--- src/rtl/cpu_pkg.sv ---
// rtl/cpu_pkg.sv - shared widths, divider state encoding and magnitude helper
package cpu_pkg;

    localparam int XLEN = 64;
    localparam int REG_ADDR_W = 5;
    localparam logic [REG_ADDR_W-1:0] ZERO_REG = 5'd31;

    typedef enum logic [1:0] {
        DIV_IDLE,
        DIV_RUN,
        DIV_DONE
    } div_state_t;

    // Two's-complement magnitude when the operand is signed and negative.
    // The most negative value maps onto itself, which the unsigned datapath
    // then reads as 2^(XLEN-1), its true magnitude.
    function automatic logic [XLEN-1:0] abs2c(input logic [XLEN-1:0] value,
                                              input logic is_signed);
        if (is_signed && value[XLEN-1]) begin
            return ~value + 1'b1;
        end
        return value;
    endfunction

endpackage

--- src/rtl/reg_divider_unit_if.sv ---
// rtl/reg_divider_unit_if.sv - issue/writeback bundle between issue logic and divider
interface reg_divider_unit_if #(
    parameter int WIDTH = cpu_pkg::XLEN
);
    logic                            Start;
    logic                            IsSigned;
    logic [WIDTH-1:0]                BusA;
    logic [WIDTH-1:0]                BusB;
    logic [cpu_pkg::REG_ADDR_W-1:0]  Rd;
    logic                            Ready;
    logic                            Done;
    logic [WIDTH-1:0]                BusW;
    logic [cpu_pkg::REG_ADDR_W-1:0]  RW;
    logic                            RegWr;

    modport master (
        output Start, IsSigned, BusA, BusB, Rd,
        input  Ready, Done, BusW, RW, RegWr
    );

    modport slave (
        input  Start, IsSigned, BusA, BusB, Rd,
        output Ready, Done, BusW, RW, RegWr
    );

endinterface

--- src/rtl/div_step.sv ---
// rtl/div_step.sv - one restoring-division iteration: shift, compare, subtract
module div_step #(
    parameter int WIDTH = 64
) (
    input  logic [WIDTH:0]   rem,
    input  logic [WIDTH-1:0] quo,
    input  logic [WIDTH-1:0] divisor,
    output logic [WIDTH:0]   rem_next,
    output logic [WIDTH-1:0] quo_next
);

    logic [WIDTH:0] shifted;
    logic [WIDTH:0] diff;
    logic           fits;

    assign shifted = {rem[WIDTH-1:0], quo[WIDTH-1]};
    assign diff    = shifted - {1'b0, divisor};
    // The remainder stays below the divisor, so its top bit is never set; if
    // it ever were, the shifted value would certainly exceed the divisor.
    assign fits    = rem[WIDTH] | (shifted >= {1'b0, divisor});

    assign rem_next = fits ? diff : shifted;
    assign quo_next = {quo[WIDTH-2:0], fits};

endmodule

--- src/rtl/reg_divider_unit.sv ---
// rtl/reg_divider_unit.sv - iterative UDIV/SDIV unit writing the quotient to the register file
module reg_divider_unit #(
    parameter int                               WIDTH    = cpu_pkg::XLEN,
    parameter logic [cpu_pkg::REG_ADDR_W-1:0]   ZERO_REG = 5'd31
) (
    input  logic              Clk,
    input  logic              Reset,
    reg_divider_unit_if.slave bus
);
    import cpu_pkg::*;

    localparam int CW = $clog2(WIDTH + 1);

    div_state_t state, state_next;

    logic [WIDTH:0]          rem_q, rem_d;
    logic [WIDTH-1:0]        quo_q, quo_d;
    logic [WIDTH-1:0]        dvs_q, dvs_d;
    logic                    neg_q, neg_d;
    logic [REG_ADDR_W-1:0]   rd_q, rd_d;
    logic [CW-1:0]           cnt_q, cnt_d;
    logic                    done_q, done_d;
    logic [WIDTH-1:0]        busw_q, busw_d;
    logic                    regwr_q, regwr_d;

    logic [WIDTH:0]          step_rem;
    logic [WIDTH-1:0]        step_quo;

    div_step #(.WIDTH(WIDTH)) u_step (
        .rem      (rem_q),
        .quo      (quo_q),
        .divisor  (dvs_q),
        .rem_next (step_rem),
        .quo_next (step_quo)
    );

    // State register; reset abandons any operation in flight.
    always_ff @(posedge Clk) begin
        if (Reset) begin
            state <= DIV_IDLE;
        end else begin
            state <= state_next;
        end
    end

    // Next state plus the datapath and result values it implies.
    always_comb begin
        state_next = state;
        rem_d      = rem_q;
        quo_d      = quo_q;
        dvs_d      = dvs_q;
        neg_d      = neg_q;
        rd_d       = rd_q;
        cnt_d      = cnt_q;
        done_d     = 1'b0;
        busw_d     = '0;
        regwr_d    = 1'b0;
        case (state)
            DIV_IDLE: begin
                if (bus.Start) begin
                    quo_d = abs2c(bus.BusA, bus.IsSigned);
                    dvs_d = abs2c(bus.BusB, bus.IsSigned);
                    neg_d = bus.IsSigned && (bus.BusA[WIDTH-1] ^ bus.BusB[WIDTH-1]);
                    rd_d  = bus.Rd;
                    rem_d = '0;
                    cnt_d = CW'(WIDTH);
                    if (bus.BusB == '0) begin
                        // Division by zero yields 0 immediately, no iterations.
                        state_next = DIV_DONE;
                        done_d     = 1'b1;
                        regwr_d    = (bus.Rd != ZERO_REG);
                    end else begin
                        state_next = DIV_RUN;
                    end
                end
            end
            DIV_RUN: begin
                rem_d = step_rem;
                quo_d = step_quo;
                cnt_d = cnt_q - 1'b1;
                if (cnt_q == CW'(1)) begin
                    state_next = DIV_DONE;
                    done_d     = 1'b1;
                    busw_d     = neg_q ? (~step_quo + 1'b1) : step_quo;
                    regwr_d    = (rd_q != ZERO_REG);
                end
            end
            DIV_DONE: begin
                state_next = DIV_IDLE;
            end
            default: begin
                state_next = DIV_IDLE;
            end
        endcase
    end

    // Operand/iteration registers and the registered writeback outputs.
    always_ff @(posedge Clk) begin
        if (Reset) begin
            rem_q   <= '0;
            quo_q   <= '0;
            dvs_q   <= '0;
            neg_q   <= 1'b0;
            rd_q    <= '0;
            cnt_q   <= '0;
            done_q  <= 1'b0;
            busw_q  <= '0;
            regwr_q <= 1'b0;
        end else begin
            rem_q   <= rem_d;
            quo_q   <= quo_d;
            dvs_q   <= dvs_d;
            neg_q   <= neg_d;
            rd_q    <= rd_d;
            cnt_q   <= cnt_d;
            done_q  <= done_d;
            busw_q  <= busw_d;
            regwr_q <= regwr_d;
        end
    end

    assign bus.Ready = (state == DIV_IDLE);
    assign bus.Done  = done_q;
    assign bus.BusW  = busw_q;
    assign bus.RW    = rd_q;
    assign bus.RegWr = regwr_q;

endmodule

--- src/flat_wrapper.sv ---
// flat-port wrapper written by rule: the top's interface ports become plain ports
module reg_divider_unit_flat import cpu_pkg::*;
#(
    parameter int                               WIDTH    = cpu_pkg::XLEN,
    parameter logic [cpu_pkg::REG_ADDR_W-1:0]   ZERO_REG = 5'd31
)
  (Clk, Reset, bus_Start, bus_IsSigned, bus_BusA, bus_BusB, bus_Rd, bus_Ready, bus_Done, bus_BusW, bus_RW, bus_RegWr);
  reg_divider_unit_if #(.WIDTH(WIDTH)) bus_i ();
  input  logic Clk;
  input  logic Reset;
  input wire logic [$bits(bus_i.Start)-1:0] bus_Start;
  input wire logic [$bits(bus_i.IsSigned)-1:0] bus_IsSigned;
  input wire logic [$bits(bus_i.BusA)-1:0] bus_BusA;
  input wire logic [$bits(bus_i.BusB)-1:0] bus_BusB;
  input wire logic [$bits(bus_i.Rd)-1:0] bus_Rd;
  output wire logic [$bits(bus_i.Ready)-1:0] bus_Ready;
  output wire logic [$bits(bus_i.Done)-1:0] bus_Done;
  output wire logic [$bits(bus_i.BusW)-1:0] bus_BusW;
  output wire logic [$bits(bus_i.RW)-1:0] bus_RW;
  output wire logic [$bits(bus_i.RegWr)-1:0] bus_RegWr;
  assign bus_i.Start = bus_Start;
  assign bus_i.IsSigned = bus_IsSigned;
  assign bus_i.BusA = bus_BusA;
  assign bus_i.BusB = bus_BusB;
  assign bus_i.Rd = bus_Rd;
  assign bus_Ready = bus_i.Ready;
  assign bus_Done = bus_i.Done;
  assign bus_BusW = bus_i.BusW;
  assign bus_RW = bus_i.RW;
  assign bus_RegWr = bus_i.RegWr;
  reg_divider_unit #(.WIDTH(WIDTH), .ZERO_REG(ZERO_REG)) u_core (.Clk(Clk), .Reset(Reset), .bus(bus_i));
endmodule
--- config.mk ---
export PLATFORM = sky130hd
export DESIGN_NAME = reg_divider_unit_flat
export DESIGN_NICKNAME = d
export VERILOG_FILES = /design/src/rtl/cpu_pkg.sv /design/src/rtl/reg_divider_unit_if.sv /design/src/rtl/div_step.sv /design/src/rtl/reg_divider_unit.sv /design/src/flat_wrapper.sv
export SDC_FILE = /design/constraint.sdc
export NUM_CORES = 1
export LEC_CHECK = 0
export CORE_MARGIN = 1
export CORE_UTILIZATION = 62
export DETAILED_ROUTE_END_ITERATION = 6
export PLACE_DENSITY = 0.95
export SYNTH_ARGS = -nofsm -noshare
export SYNTH_HDL_FRONTEND = slang
export SYNTH_SLANG_ARGS = --single-unit
export TNS_END_PERCENT = 1
--- constraint.sdc ---
create_clock -name Clk -period 9 [get_ports Clk]
set_clock_uncertainty 0.1 [all_clocks]
set_input_delay 1.35 -clock Clk [delete_from_list [all_inputs] [get_ports Clk]]
set_output_delay 1.35 -clock Clk [all_outputs]
set_load 0.03 [all_outputs]
==> impl_results.md <==
* Status: finished with violations
* Failing checks: design-rule violations
* GRT Total Usage at 38.16%
* Final hold viol count at 0
* Setup crit end kind: register
* Yosys warns at 0
* Clk pwr share at 26.3%
* CP peak stage delay at 0.52 ns
* Layout cells sized above 1 at 4.022%
* Max VDD drop at 171.8 µV
* I/O Pins at 209
* Total setup buffers inserted after CTS at 0
* Worst-Skew Late Latency at 0.55 ns
* Worst Tran Pin Value at 1.201 ns
* HP Class: register to register
* Max-slew violation count at 0
* HP Start: u_core.dvs_q[61]$_SDFFE_PP0P_
* PortBufs at 208
* Clock sink count at 274
* Antenna Cells at 0
* Clock Pin Slew Worst Setup and Hold Paths at 0.06 ns
* Largest net degree at the start of global routing at 89
* Startpoint types: register
* Clk buf depth at 3
* Post_cts resized at 0
* Sw Share at 39.66%
* Finished Layout Cells at 2734
* Initial core utilization at 63.93%
* Crit path required time at 9.30 ns
* Slowest cell on the critical path: or4b_4
* Via-to-Cell Ratio at 6.623
* CTS tree: yes
* Worst reg2reg startpoint: u_core.dvs_q[59]$_SDFFE_PP0P_
* Inst Count DP at 2686
* Area grow syn2layout at 17.74%
* Netlist Area Pre-Place at 0.01742 mm²
* EDFF count, synth at 0
* RD Place Congestion at 0.9963
* First-pass GRT wire length at 89220 µm
* Vias in the first global route at 17320
* Slew margin rel. at 19.72%
* Fin nets at 2550
* Router iterations before antenna repair at 7
* Sw Pwr at 1.957 mW
* # DRC at 18
* DP HPWL at 38780 µm
* Crit path DAT at 6.48 ns
* Vias at 18108
* Setup violations, final at 0
* DIE WIDTH at 169.6 µm
* Flop pwr share at 29.4%
* CP Max Fanout at 40
* RSZ-0062 raised after global routing: no
* Initial DRC count at 2562
* Seq cells post-synth at 274
* Async SR Flop Fraction at 0%
* Num rows at 60
* Initial antenna violation count at 0
* Post-synthesis sequential area ratio at 31.48%
* Synth Flop Type: dfxtp_1
* Post-DR wirelength/cell at 20.38 µm
* Max cap viols at 0
* Cell Chain, Critical Path: inv_1 -> ha_1 -> and4_1 -> and3_1 -> and2_1 -> or4_1 -> a21oi_1 -> o211ai_1 -> buf_4 -> inv_2 -> ha_1 -> or3b_2 -> or4b_4 -> or2_1 -> nor2_1 -> nand2_1 -> or3_1 -> or3_1 -> o21ai_0 -> xor2_1 -> nor2_1
* Post-Syn Nets at 2444
* Cell-internal power at 2.977 mW
* Setup_tns at 0 ns
* Static leakage at 7.738 nW
* Crit. Startpoint: u_core.dvs_q[59]$_SDFFE_PP0P_
* Cells after synthesis at 2237
* Min cycle time layout at 6.182 ns
* Power Dens Cells at 240.5 mW/mm²
* Die area at 0.02878 mm²
* Antenna Violating Nets Remaining at 0
* Mean Syn Cell Area at 7.789 µm²
* Core area at 0.02725 mm²
* Hold buffers post-CTS at 0
* Root Driver: clkbuf_16
* GRT overflow at 0
* Period utilization at 68.69%
* CTS buffer count at 27
* CTS HTree Levels at 1
* Total wire length at 55710 µm
* Die height at 169.6 µm
* Max Fclk at 0.1618 GHz
* Comb pwr share at 44.3%
* Crit Path Category: register to register
* Synth cell types at 83
metal layers:
layer,share of wire (%),global-route usage [%],vias to the layer above
li1,-,-,8277
met1,40,49.21,8444
met2,46,62.06,1178
met3,9.7,5.924,209
met4,4.8,18.68,0
met5,0,0,-
cell usage after synthesis, drive strengths merged (13+ instances only):
cell | n | area, µm²
a22oi | 22 | 165.2
nor4 | 23 | 143.9
nand2b | 14 | 87.58
o31ai | 42 | 315.3
a211oi | 53 | 397.9
or3 | 27 | 181.4
a222oi | 58 | 580.6
clkbuf | 134 | 533.0
a21oi | 132 | 664.4
o21ai | 180 | 900.9
ha | 69 | 863.3
dfxtp | 274 | 5485
mux2i | 17 | 170.2
inv | 101 | 379.1
or4 | 23 | 180.2
nand4 | 25 | 156.4
xnor2 | 95 | 832.1
a21o | 29 | 217.7
o41ai | 23 | 227.7
xor2 | 142 | 1244
o21a | 14 | 105.1
nor2 | 312 | 1179
a31oi | 24 | 150.1
nand3 | 28 | 140.1
buf | 13 | 73.82
and3 | 17 | 106.4
nand2 | 171 | 641.9
nor3 | 41 | 205.2
worst max-delay path, delay by kind of cell, from the launching register on:
kind | cells | cell delay [ns]
compound gates | 3 | 0.60
xor+xnor | 1 | 0.23
fa+ha+maj | 2 | 0.57
buf+inv | 3 | 0.51
flops | 1 | 0.33
simple gates | 12 | 3.69
state kept, by name, indices dropped and copies added, names as in the netlist:
register	cells
u_core.dvs_q	64
u_core.quo_q	64
u_core.state	2
u_core.bus.RegWr	1
u_core.bus.Done	1
u_core.rem_q	65
u_core.bus.RW	5
u_core.cnt_q	7
u_core.bus.BusW	64
u_core.neg_q	1
cells by family (layout without fill, tap and decap cells):
logic type | after synthesis | count (layout) | share of synthesized area [%]
buffers and inverters | 248 | 373 | 5.659
flip-flops | 274 | 274 | 31.48
multiplexers | 18 | 18 | 1.041
AND/OR/NAND/NOR | 732 | 732 | 19.50
XOR/XNOR | 237 | 237 | 11.91
adder cells (fa/ha/maj) | 70 | 70 | 5.070
AO/OA/AOI/OAI | 658 | 658 | 25.34
layout make-up:
type / count / area (µm²)
clock buffer: 37 / 773.2
clock inverter: 11 / 237.7
fill: 1911 / 6738
inverter: 101 / 379.1
multi-input combinational: 1715 / 10970
sequential: 274 / 5487
tap: 372 / 465.4
timing repair buffer: 224 / 2200
path summary, 6_finish.rpt:
path	end	slack, ns	cells after the start
min	u_core.dvs_q[61]$_SDFFE_PP0P_	0.36	2
min reg2reg	u_core.dvs_q[61]$_SDFFE_PP0P_	0.36	2
max	u_core.bus.BusW[48]$_SDFF_PP0_	2.82	21
max reg2reg	u_core.bus.BusW[48]$_SDFF_PP0_	2.82	21
through the flow:
step	util, %	power [mW]	cell area [µm²]	hold WS, ns	worst slack, ns
detailed placement	71.57	3.567	19500	0.3499	2.996
floorplan	-	3.010	17420	0.3265	3.060
CTS	75.28	4.866	20510	0.3581	2.909
global route	75.28	5.176	20510	0.3723	2.562
global placement	71.57	3.511	19500	0.3401	3.159
finish	75.28	4.934	20510	0.3593	2.818
placed cells by master, fill, tap and decap left out, drive strengths merged, types with 10 or more instances in the layout:
| cell type | n |
|---|---|
| a211oi | 53 |
| a21o | 29 |
| a21oi | 132 |
| a222oi | 58 |
| a22oi | 22 |
| a31oi | 24 |
| and2 | 10 |
| and3 | 17 |
| buf | 17 |
| clkbuf | 37 |
| clkdlybuf4s50 | 207 |
| dfxtp | 274 |
| ha | 69 |
| inv | 101 |
| mux2i | 17 |
| nand2 | 171 |
| nand2b | 14 |
| nand3 | 28 |
| nand4 | 25 |
| nor2 | 312 |
| nor3 | 41 |
| nor4 | 23 |
| o21a | 14 |
| o21ai | 180 |
| o31ai | 42 |
| o41ai | 23 |
| or2 | 11 |
| or3 | 27 |
| or4 | 23 |
| xnor2 | 95 |
| xor2 | 142 |
power by group through the flow:
stage / logic [mW] / clock network [mW] / registers, mW
detailed placement: 2.10 / 0 / 1.47
floorplan: 1.57 / 0 / 1.44
global route: 2.37 / 1.35 / 1.46
finish: 2.19 / 1.30 / 1.45
global placement: 2.05 / 0 / 1.46
CTS: 2.13 / 1.30 / 1.44
(Power assumes the default switching activity.)
